<file path="src/rtl/set_job_master_pkg.sv">
// set_job_master_pkg: job word layout, SET mode encodings and sequencer state enum
package set_job_master_pkg;
   typedef enum logic [1:0] {
      MODE_A      = 2'd0,
      MODE_A_AND_B = 2'd1,
      MODE_A_XOR_B = 2'd2,
      MODE_TWO_OF  = 2'd3
   } mode_e;
   typedef struct packed {
      logic [23:0] central;
      logic [11:0] radius;
      mode_e       mode;
      logic [7:0]  expected;
   } job_t;
   localparam int JOB_W = $bits(job_t);
   typedef enum logic [2:0] {
      S_IDLE,
      S_FETCH,
      S_ISSUE,
      S_WAIT,
      S_CHECK,
      S_DONE
   } state_e;
endpackage

</file>
<file path="src/rtl/set_job_master_if.sv">
// set_job_master_if: job memory read port plus SET engine job/result handshake
interface set_job_master_if #(
   parameter int ADDR_W = 6
);
   logic [ADDR_W-1:0]                    job_addr;
   logic [set_job_master_pkg::JOB_W-1:0] job_data;
   logic                                 en;
   logic [23:0]                          central;
   logic [11:0]                          radius;
   logic [1:0]                           mode;
   logic                                 busy;
   logic                                 valid;
   logic [7:0]                           candidate;
   modport master (
      output job_addr, en, central, radius, mode,
      input  job_data, busy, valid, candidate
   );
   modport slave (
      input  job_addr, en, central, radius, mode,
      output job_data, busy, valid, candidate
   );
endinterface

</file>
<file path="src/rtl/set_job_master_watchdog.sv">
// set_job_master_watchdog: cycle counter that flags expiry on its TIMEOUT-th counted cycle
module set_job_master_watchdog #(
   parameter int TIMEOUT = 512
) (
   input  logic clk,
   input  logic rst,
   input  logic load,
   input  logic run,
   output logic expired
);
   localparam int W = $clog2(TIMEOUT);
   logic [W-1:0] cnt;
   // restart from zero on load, advance only while the owner is waiting
   always_ff @(posedge clk or posedge rst)
      if (rst) cnt <= '0;
      else cnt <= load ? '0 : run ? cnt + W'(1) : cnt;
   assign expired = cnt == W'(TIMEOUT - 1);
endmodule

</file>
<file path="src/rtl/set_job_master.sv">
// set_job_master: fetches jobs, drives a SET engine, tallies pass/fail; SET_JOB_MISMATCH_LOG_EN adds first-mismatch log
module set_job_master
   import set_job_master_pkg::*;
#(
   parameter int ADDR_W  = 6,
   parameter int TIMEOUT = 512
) (
   input  logic              clk,
   input  logic              rst,
   input  logic              start,
   input  logic [ADDR_W:0]   job_count,
   set_job_master_if.master  bus,
   output logic              running,
   output logic              done,
   output logic [ADDR_W:0]   pass_cnt,
   output logic [ADDR_W:0]   fail_cnt,
   output logic              timeout_err
`ifdef SET_JOB_MISMATCH_LOG_EN
   ,
   output logic [ADDR_W-1:0] first_fail_idx,
   output logic [7:0]        first_fail_got,
   output logic [7:0]        first_fail_exp,
   output logic              first_fail_vld
`endif
);
   state_e            st, nxt;
   logic [ADDR_W-1:0] idx;
   logic [ADDR_W:0]   cnt_q;
   logic [7:0]        exp_q, cand_q;
   logic              accept, issue, got, tmo, check, last, match, expired;
   job_t              job;
   assign job     = job_t'(bus.job_data);
   assign accept  = st == S_IDLE && start;
   assign issue   = st == S_ISSUE && !bus.busy;
   assign got     = st == S_WAIT && bus.valid;
   assign tmo     = st == S_WAIT && !bus.valid && expired;
   assign check   = st == S_CHECK;
   assign last    = ({1'b0, idx} + (ADDR_W + 1)'(1)) == cnt_q;
   assign match   = cand_q == exp_q;
   assign running = st != S_IDLE;
   assign done    = st == S_DONE;
   assign bus.job_addr = idx;
   set_job_master_watchdog #(.TIMEOUT(TIMEOUT)) u_wdog (
      .clk     (clk),
      .rst     (rst),
      .load    (issue),
      .run     (st == S_WAIT),
      .expired (expired)
   );
   // state register
   always_ff @(posedge clk or posedge rst)
      if (rst) st <= S_IDLE;
      else st <= nxt;
   // next-state: one job walks FETCH, ISSUE, WAIT, CHECK; timeout aborts the batch
   always_comb begin
      nxt = st;
      case (st)
         S_IDLE:  nxt = !start ? S_IDLE : job_count == '0 ? S_DONE : S_FETCH;
         S_FETCH: nxt = S_ISSUE;
         S_ISSUE: nxt = bus.busy ? S_ISSUE : S_WAIT;
         S_WAIT:  nxt = bus.valid ? S_CHECK : expired ? S_DONE : S_WAIT;
         S_CHECK: nxt = last ? S_DONE : S_FETCH;
         S_DONE:  nxt = S_IDLE;
         default: nxt = S_IDLE;
      endcase
   end
   // job latch, SET strobe and result tally
   always_ff @(posedge clk or posedge rst)
      if (rst) begin
         idx         <= '0;
         cnt_q       <= '0;
         exp_q       <= '0;
         cand_q      <= '0;
         pass_cnt    <= '0;
         fail_cnt    <= '0;
         timeout_err <= 1'b0;
         bus.en      <= 1'b0;
         bus.central <= '0;
         bus.radius  <= '0;
         bus.mode    <= '0;
      end else begin
         bus.en <= issue;
         if (accept) begin
            idx         <= '0;
            cnt_q       <= job_count;
            pass_cnt    <= '0;
            fail_cnt    <= '0;
            timeout_err <= 1'b0;
         end
         if (issue) begin
            bus.central <= job.central;
            bus.radius  <= job.radius;
            bus.mode    <= job.mode;
            exp_q       <= job.expected;
         end
         if (got) cand_q <= bus.candidate;
         if (check) begin
            pass_cnt <= match ? pass_cnt + (ADDR_W + 1)'(1) : pass_cnt;
            fail_cnt <= match ? fail_cnt : fail_cnt + (ADDR_W + 1)'(1);
            if (!last) idx <= idx + ADDR_W'(1);
         end
         if (tmo) begin
            timeout_err <= 1'b1;
            fail_cnt    <= fail_cnt + (ADDR_W + 1)'(1);
         end
      end
`ifdef SET_JOB_MISMATCH_LOG_EN
   // capture the first candidate/expected mismatch of the batch
   always_ff @(posedge clk or posedge rst)
      if (rst || accept) begin
         first_fail_idx <= '0;
         first_fail_got <= '0;
         first_fail_exp <= '0;
         first_fail_vld <= 1'b0;
      end else if (check && !match && !first_fail_vld) begin
         first_fail_idx <= idx;
         first_fail_got <= cand_q;
         first_fail_exp <= exp_q;
         first_fail_vld <= 1'b1;
      end
`endif
endmodule

</file>
<file path="src/flat_wrapper.sv">
// flat-port wrapper written by rule: the top's interface ports become plain ports
module set_job_master_flat import set_job_master_pkg::*;
#(
   parameter int ADDR_W  = 6,
   parameter int TIMEOUT = 512
)
  (clk, rst, start, job_count, running, done, pass_cnt, fail_cnt, timeout_err, bus_job_addr, bus_en, bus_central, bus_radius, bus_mode, bus_job_data, bus_busy, bus_valid, bus_candidate);
  set_job_master_if #(.ADDR_W(ADDR_W)) bus_i ();
  input  logic clk;
  input  logic rst;
  input  logic start;
  input  logic [ADDR_W:0] job_count;
  output logic running;
  output logic done;
  output logic [ADDR_W:0] pass_cnt;
  output logic [ADDR_W:0] fail_cnt;
  output logic timeout_err;
  output wire logic [$bits(bus_i.job_addr)-1:0] bus_job_addr;
  output wire logic [$bits(bus_i.en)-1:0] bus_en;
  output wire logic [$bits(bus_i.central)-1:0] bus_central;
  output wire logic [$bits(bus_i.radius)-1:0] bus_radius;
  output wire logic [$bits(bus_i.mode)-1:0] bus_mode;
  input wire logic [$bits(bus_i.job_data)-1:0] bus_job_data;
  input wire logic [$bits(bus_i.busy)-1:0] bus_busy;
  input wire logic [$bits(bus_i.valid)-1:0] bus_valid;
  input wire logic [$bits(bus_i.candidate)-1:0] bus_candidate;
  assign bus_job_addr = bus_i.job_addr;
  assign bus_en = bus_i.en;
  assign bus_central = bus_i.central;
  assign bus_radius = bus_i.radius;
  assign bus_mode = bus_i.mode;
  assign bus_i.job_data = bus_job_data;
  assign bus_i.busy = bus_busy;
  assign bus_i.valid = bus_valid;
  assign bus_i.candidate = bus_candidate;
  set_job_master #(.ADDR_W(ADDR_W), .TIMEOUT(TIMEOUT)) u_core (.clk(clk), .rst(rst), .start(start), .job_count(job_count), .bus(bus_i), .running(running), .done(done), .pass_cnt(pass_cnt), .fail_cnt(fail_cnt), .timeout_err(timeout_err));
endmodule
</file>
<file path="config.mk">
export PLATFORM = sky130hd
export DESIGN_NAME = set_job_master_flat
export DESIGN_NICKNAME = d
export VERILOG_FILES = /design/src/rtl/set_job_master_pkg.sv /design/src/rtl/set_job_master_if.sv /design/src/rtl/set_job_master_watchdog.sv /design/src/rtl/set_job_master.sv /design/src/flat_wrapper.sv
export SDC_FILE = /design/constraint.sdc
export NUM_CORES = 1
export LEC_CHECK = 0
export BUFFER_PORTS_ARGS = -buffer_cell sky130_fd_sc_hd__buf_2
export CORE_ASPECT_RATIO = 1.75
export CORE_MARGIN = 10
export CORE_UTILIZATION = 25
export CTS_CLUSTER_SIZE = 16
export DETAILED_ROUTE_END_ITERATION = 8
export HOLD_SLACK_MARGIN = 0.06
export PLACE_DENSITY = 0.5
export SETUP_SLACK_MARGIN = 0.1
export SKIP_CTS_REPAIR_TIMING = 1
export SLEW_MARGIN = 20
export SYNTH_ARGS = -nofsm -noshare
export SYNTH_HDL_FRONTEND = slang
export SYNTH_SLANG_ARGS = --single-unit
export TNS_END_PERCENT = 10
</file>
<file path="constraint.sdc">
create_clock -name clk -period 5.25 [get_ports clk]
set_input_delay 0 -clock clk [delete_from_list [all_inputs] [get_ports clk]]
set_output_delay 0 -clock clk [all_outputs]
set_load 0.005 [all_outputs]
</file>
# Word level (Yosys, flattened, before mapping)
# Cells that the tools add are included.
[word_totals]
word_cells = 64
output_inout_bits = 62
reg_bits = 95
inputBits = 66
[classes]
add_sub_neg = 5
reduce_logical = 16
n_eq_ne = 10
n_mux = 20
[op_table]
columns = ["op", "count"]
rows = [
  ["2-to-1 mux 7 bit", 6],
  ["2-to-1 mux 6 bit", 3],
  ["2-to-1 mux 9 bit", 2],
  ["2-to-1 mux 3 bit", 5],
  ["case mux 3 bit (5 select lines)", 1],
  ["adder 7 x 1 -> 7 bit, second input constant", 2],
  ["adder 9 x 1 -> 9 bit, second input constant", 1],
  ["== test 9 bit, second input constant", 1],
  ["== test 8 bit", 1],
  ["adder 6 x 1 -> 7 bit, second input constant", 1],
  ["== test 7 bit", 1],
  ["logical NOT 7 bit", 1],
  ["adder 6 x 1 -> 6 bit, second input constant", 1],
  ["== test 3 x 2 -> 1 bit, second input constant", 2],
  ["== test 3 bit, second input constant", 2],
  ["nonzero test 2 bit", 3],
  ["nonzero test 3 bit", 2],
  ["logical AND 1 bit", 5],
  ["AND reduction 2 bit", 2],
  ["== test 3 x 1 -> 1 bit, second input constant", 1],
  ["logical NOT 3 bit", 1],
  ["2-to-1 mux 1 bit", 3],
  ["!= test 3 x 2 -> 1 bit, second input constant", 1],
  ["logical NOT 1 bit", 2],
  ["!= test 2 bit, second input constant", 1],
]

# Depth between registers and ports, before layout
[logic_depth]
ltp_word = 5
depth_mapped = 9
ltp_nobuf = 8

# By module
# From an unflattened synthesis, not the netlist that was laid out.
[hier_totals]
hier_cells = 360
area_unflattened_um2 = 4265.3
[by_module_without_submodules]
columns = ["module", "cells_per_inst", "area_each_um2", "instances", "seq_area_each_um2"]
rows = [
  ["set_job_master", 315, 3812.4, 1, 2152.1],
  ["set_job_master_watchdog", 45, 452.9, 1, 225.2],
]

# Worst setup path before layout
# Ideal clock, no wire load.
[synth_timing]
path_type = "flip-flop to flip-flop"
start = "reg u_core.st[0]"
end = "reg u_core.bus.central[10]"
period_less_slack_ns = 1.820
required_time_ns = 5.125
path_stages_with_launch = 6
t_arrival_ns = 1.695
path_slack_ns = 3.430
path_buffers = 3
setup_time_ns = 0.125
cell_sequence = "dfrtp_1 buf_4 nor4b_1 buf_2 buf_2 mux2_2"
[synth_via]
elab_chain_cells = 2
[synth_rtl]
columns = ["element", "line_no", "text"]
rows = [
  ["from (decl)", "set_job_master.sv:26", "state_e st, nxt;"],
  ["from (signal assigned)", "set_job_master.sv:53", "else st <= nxt;"],
  ["== test 3 x 2 -> 1 bit", "set_job_master.sv:34", "assign issue = st == S_ISSUE && !bus.busy;"],
  ["logical AND 1 bit", "set_job_master.sv:34", ""],
  ["to (decl)", "set_job_master_if.sv:15", "output job_addr, en, central, radius, mode,"],
]
# Every way passes these cells.
# A chain may end at the register's enable or synchronous reset.

# Worst setup path after layout
[layout_timing]
start = "reg u_core.st[2]"
end = "reg u_core.fail_cnt[4]"
[layout_via]
elab_chain_cells = 5
elab_cells_between_ends = 11
cone_classes = "eq/ne: 3; mux: 2; reduce/logical: 6"
[layout_rtl]
columns = ["element", "line_no", "text"]
rows = [
  ["== test 3 x 2 -> 1 bit", "set_job_master.sv:36", "assign tmo = st == S_WAIT && !bus.valid && expired;"],
  ["logical AND 1 bit (2 in series)", "set_job_master.sv:36", ""],
  ["!= test 3 x 2 -> 1 bit (no line) / nonzero test 3 bit (equally long branches)", "--", ""],
  ["AND reduction 2 bit (no line)", "--", ""],
  ["to (signal assigned)", "set_job_master.sv:99", "fail_cnt <= match ? fail_cnt : fail_cnt + (ADDR_W + 1)'(1);"],
  ["to (signal assigned)", "set_job_master.sv:104", "fail_cnt <= fail_cnt + (ADDR_W + 1)'(1);"],
  ["to (decl)", "set_job_master.sv:16", "output logic [ADDR_W:0] fail_cnt,"],
]
# Several ways; a longest one is shown, not always the timed one.

==> out/qor.csv <==
metric,value,unit
status,finished clean,
synth_edf_count,0,
synth_area_leader_cell,dfrtp_1,
clk_pin_slew,0.08,ns
dr.pass1.iters,4,
drtIter0Drc,66,
synth_top_area_share,56.0,%
synthArstFlopShare,100,%
via_per_inst,4.40,
cts_tree,yes,
die_area,0.0228,mm²
cts_root_buffer,clkbuf_16,
slew_headroom,37.2,%
tightest_slew,0.941,ns
synth.area.top_cells,"dfrtp_1 56%, mux2_2 15%, xor2_1 4.1%",
area_delta_synth_final,42.1,%
port_buffers,127,
dr_total_vias,3394,
critPathBufInv,1,
hold_violations,0,
cts-buffers-inserted,9,
muxShareOfSynthArea,15.3,%
synthXorXnorAreaFrac,4.95,%
synthAdderAreaFrac,1.47,%
die-height,192,µm
grt_util_all_layers,9.46,%
crit_family,simple AND/OR/NAND/NOR gates,
overflow,0,
min_from,start,
r2r_cells,6,
gp_congestion,0.731,
synthSimpleGateAreaFrac,13.0,%
detail_route.drc_violations,0,
routedWlPerCell,14.8,µm
min_period_over_period,40.0,%
syn-num-nets,424,
synthFlopType,dfrtp_1,
die_w,118,µm
startpoint_type,register,
crit_arrival,2.29,ns
clk-insertion-delay-late,0.34,ns
io_pins,128,
power_density,461,mW/mm²
worstReg2RegEnd,u_core.fail_cnt[4]$_DFFE_PP0P_,
finalSetupViolCount,0,
yosysMostFrequentCell,dfrtp_1,
antennaDiodeCount,0,
core-area,0.0168,mm²
r2r_setup_slack,3.15,ns
yosys-top-cells-count,"95 x dfrtp_1, 55 x mux2_2, 38 x nand2_1",
avgSynthCellArea,12.0,µm²
yosys_warnings,0,
synth_top_family_by_area,multiplexers,
maxCapViolCount,0,
grt_setup_unrepaired,false,
grt_pass1_wl,17400,µm
routed_wl,11400,µm
crit_path_max_incr_delay,0.47,ns
fin_nets,611,
grt_max_degree,72,
crit_path_top_delay_cell,dfrtp_1,
antenna_found_initial,0,
hold_path_class,in -> reg,
placed_area,0.00509,mm²
synth_cell_type_count,46,
ant_nets,0,
setup_tns,0,ns
hold-path-endpoint,u_core.st[0]$_DFF_PP0_,
max_freq,476,MHz
ys_ff_latch,95,
maxSlewViolCount,0,
num_rows,63,
synth-compound-area-share,6.37,%
initial_core_util,25.3,%
rr_startpoint,u_core.st[2]$_DFF_PP0_,
h-tree-depth,3,
cp.required,5.44,ns
dpl.hpwl,8290,µm
postLayoutCellArea,0.00603,mm²
period_needed,2.10,ns
pre_cts_ws,3.13,ns
grt_pass1_vias,3444,
cts_sinks,95,
crit_path_end_kind,register,
synthesis.area,0.00424,mm²
ir_drop,0.000213,V
path_max_fanout,12,
crit_type,reg -> reg,
leakage,0.00288,µW
whs_path_depth,3,
clockBufferDepth,2,
setup_ws,3.15,ns
seq_area_frac_synth,56.0,%
skew,0.0149,ns
drive_gt1_share,39.0,%
cp_cell_sequence,inv_2 -> nor3_4 -> and3_1 -> o21a_1 -> or3_1 -> a21oi_1,
syn_inst,353,
## power by group
part           total, µW  switching (µW)  internal [µW]
registers           1200             186           1010
clock network        673             288            385
logic                910             407            503
total               2780             881           1900
## metrics by stage
stage | cells | hold slack [ns] | util [%] | power (µW)
6_report | 771 | 0.0179 | 35.9 | 2780
5_1_grt | 771 | 0.0747 | 35.9 | 2990
4_1_cts | 708 | -0.388 | 32.1 | 2810
3_5_place_dp | 693 | -0.00740 | 30.3 | 2110
3_3_place_gp | 693 | -0.0130 | 30.3 | 2080
2_1_floorplan | 353 | 0.105 | - | 1770
## worst max-delay path by stage
stage / startpoint / end / slack [ns] / cells past startpoint
finish: u_core.st[2]$_DFF_PP0_ / u_core.fail_cnt[4]$_DFFE_PP0P_ / 3.15 / 6
detailed placement: u_core.st[2]$_DFF_PP0_ / u_core.fail_cnt[3]$_DFFE_PP0P_ / 3.13 / 6
floorplan: rst / u_core.bus.central[0]$_DFFE_PP0P_ / 2.77 / 1
global placement: u_core.exp_q[5]$_DFFE_PP0P_ / u_core.fail_cnt[4]$_DFFE_PP0P_ / 3.17 / 6
CTS: u_core.st[2]$_DFF_PP0_ / u_core.fail_cnt[4]$_DFFE_PP0P_ / 3.12 / 6
global route: u_core.st[2]$_DFF_PP0_ / u_core.fail_cnt[4]$_DFFE_PP0P_ / 2.96 / 6
## cell type report
type / count / area, µm²
clock buffers: 10 / 239
well taps: 227 / 284
repair buffers: 192 / 1280
fillers: 1675 / 10800
inverters: 7 / 28.8
clock inverters: 5 / 65.1
flip-flops and latches: 95 / 2380
multi-input cells: 235 / 1750
## state kept, by name (all words and copies together), names as in the netlist, 2 cells and up
name,count
u_core.bus.central,24
u_core.bus.radius,12
u_core.u_wdog.cnt,9
u_core.cand_q,8
u_core.exp_q,8
u_core.cnt_q,7
u_core.fail_cnt,7
u_core.pass_cnt,7
u_core.bus.job_addr,6
u_core.st,3
u_core.bus.mode,2
## kinds of logic after synthesis
family,after synthesis
compound gates,39
mux,58
fa+ha+maj,5
simple gates,109
flops,95
buf+inv,23
xor+xnor,24
## cells in the final DEF, fill, tap and decap left out, types with 3 or more instances in the layout
cell / netlist / layout
dfrtp_1: 95 / 95
inv_1: 6 / 5
o211a_1: 3 / 3
ha_1: 5 / 5
o21ai_0: 8 / 8
buf_2: 9 / 127
nand3_1: 6 / 6
and3_1: 5 / 5
clkbuf_16: 0 / 9
nor4_1: 3 / 3
a21oi_1: 10 / 10
dlygate4sd3_1: 0 / 63
nand4_1: 9 / 9
nor2_1: 17 / 17
xnor2_1: 4 / 4
a31o_2: 4 / 4
and2_1: 5 / 5
or3_1: 7 / 7
mux2i_1: 3 / 3
xor2_1: 20 / 20
nor3_1: 7 / 7
nand2_1: 38 / 38
mux2_2: 55 / 55
## routing by layer
| metal | share of wire, % | global-route usage (%) |
|---|---|---|
| met4 | 1.7 | 4.15 |
| met5 | 0 | 0 |
| met2 | 53 | 16.7 |
| met1 | 39 | 9.63 |
| met3 | 6.4 | 3.84 |
## worst reg2reg max path, stage by stage (launching register included)
cell	delay (ns)
dfrtp_1	0.47
inv_2	0.11
nor3_4	0.31
and3_1	0.44
o21a_1	0.38
or3_1	0.17
a21oi_1	0.06
(Power assumes the default switching activity.)
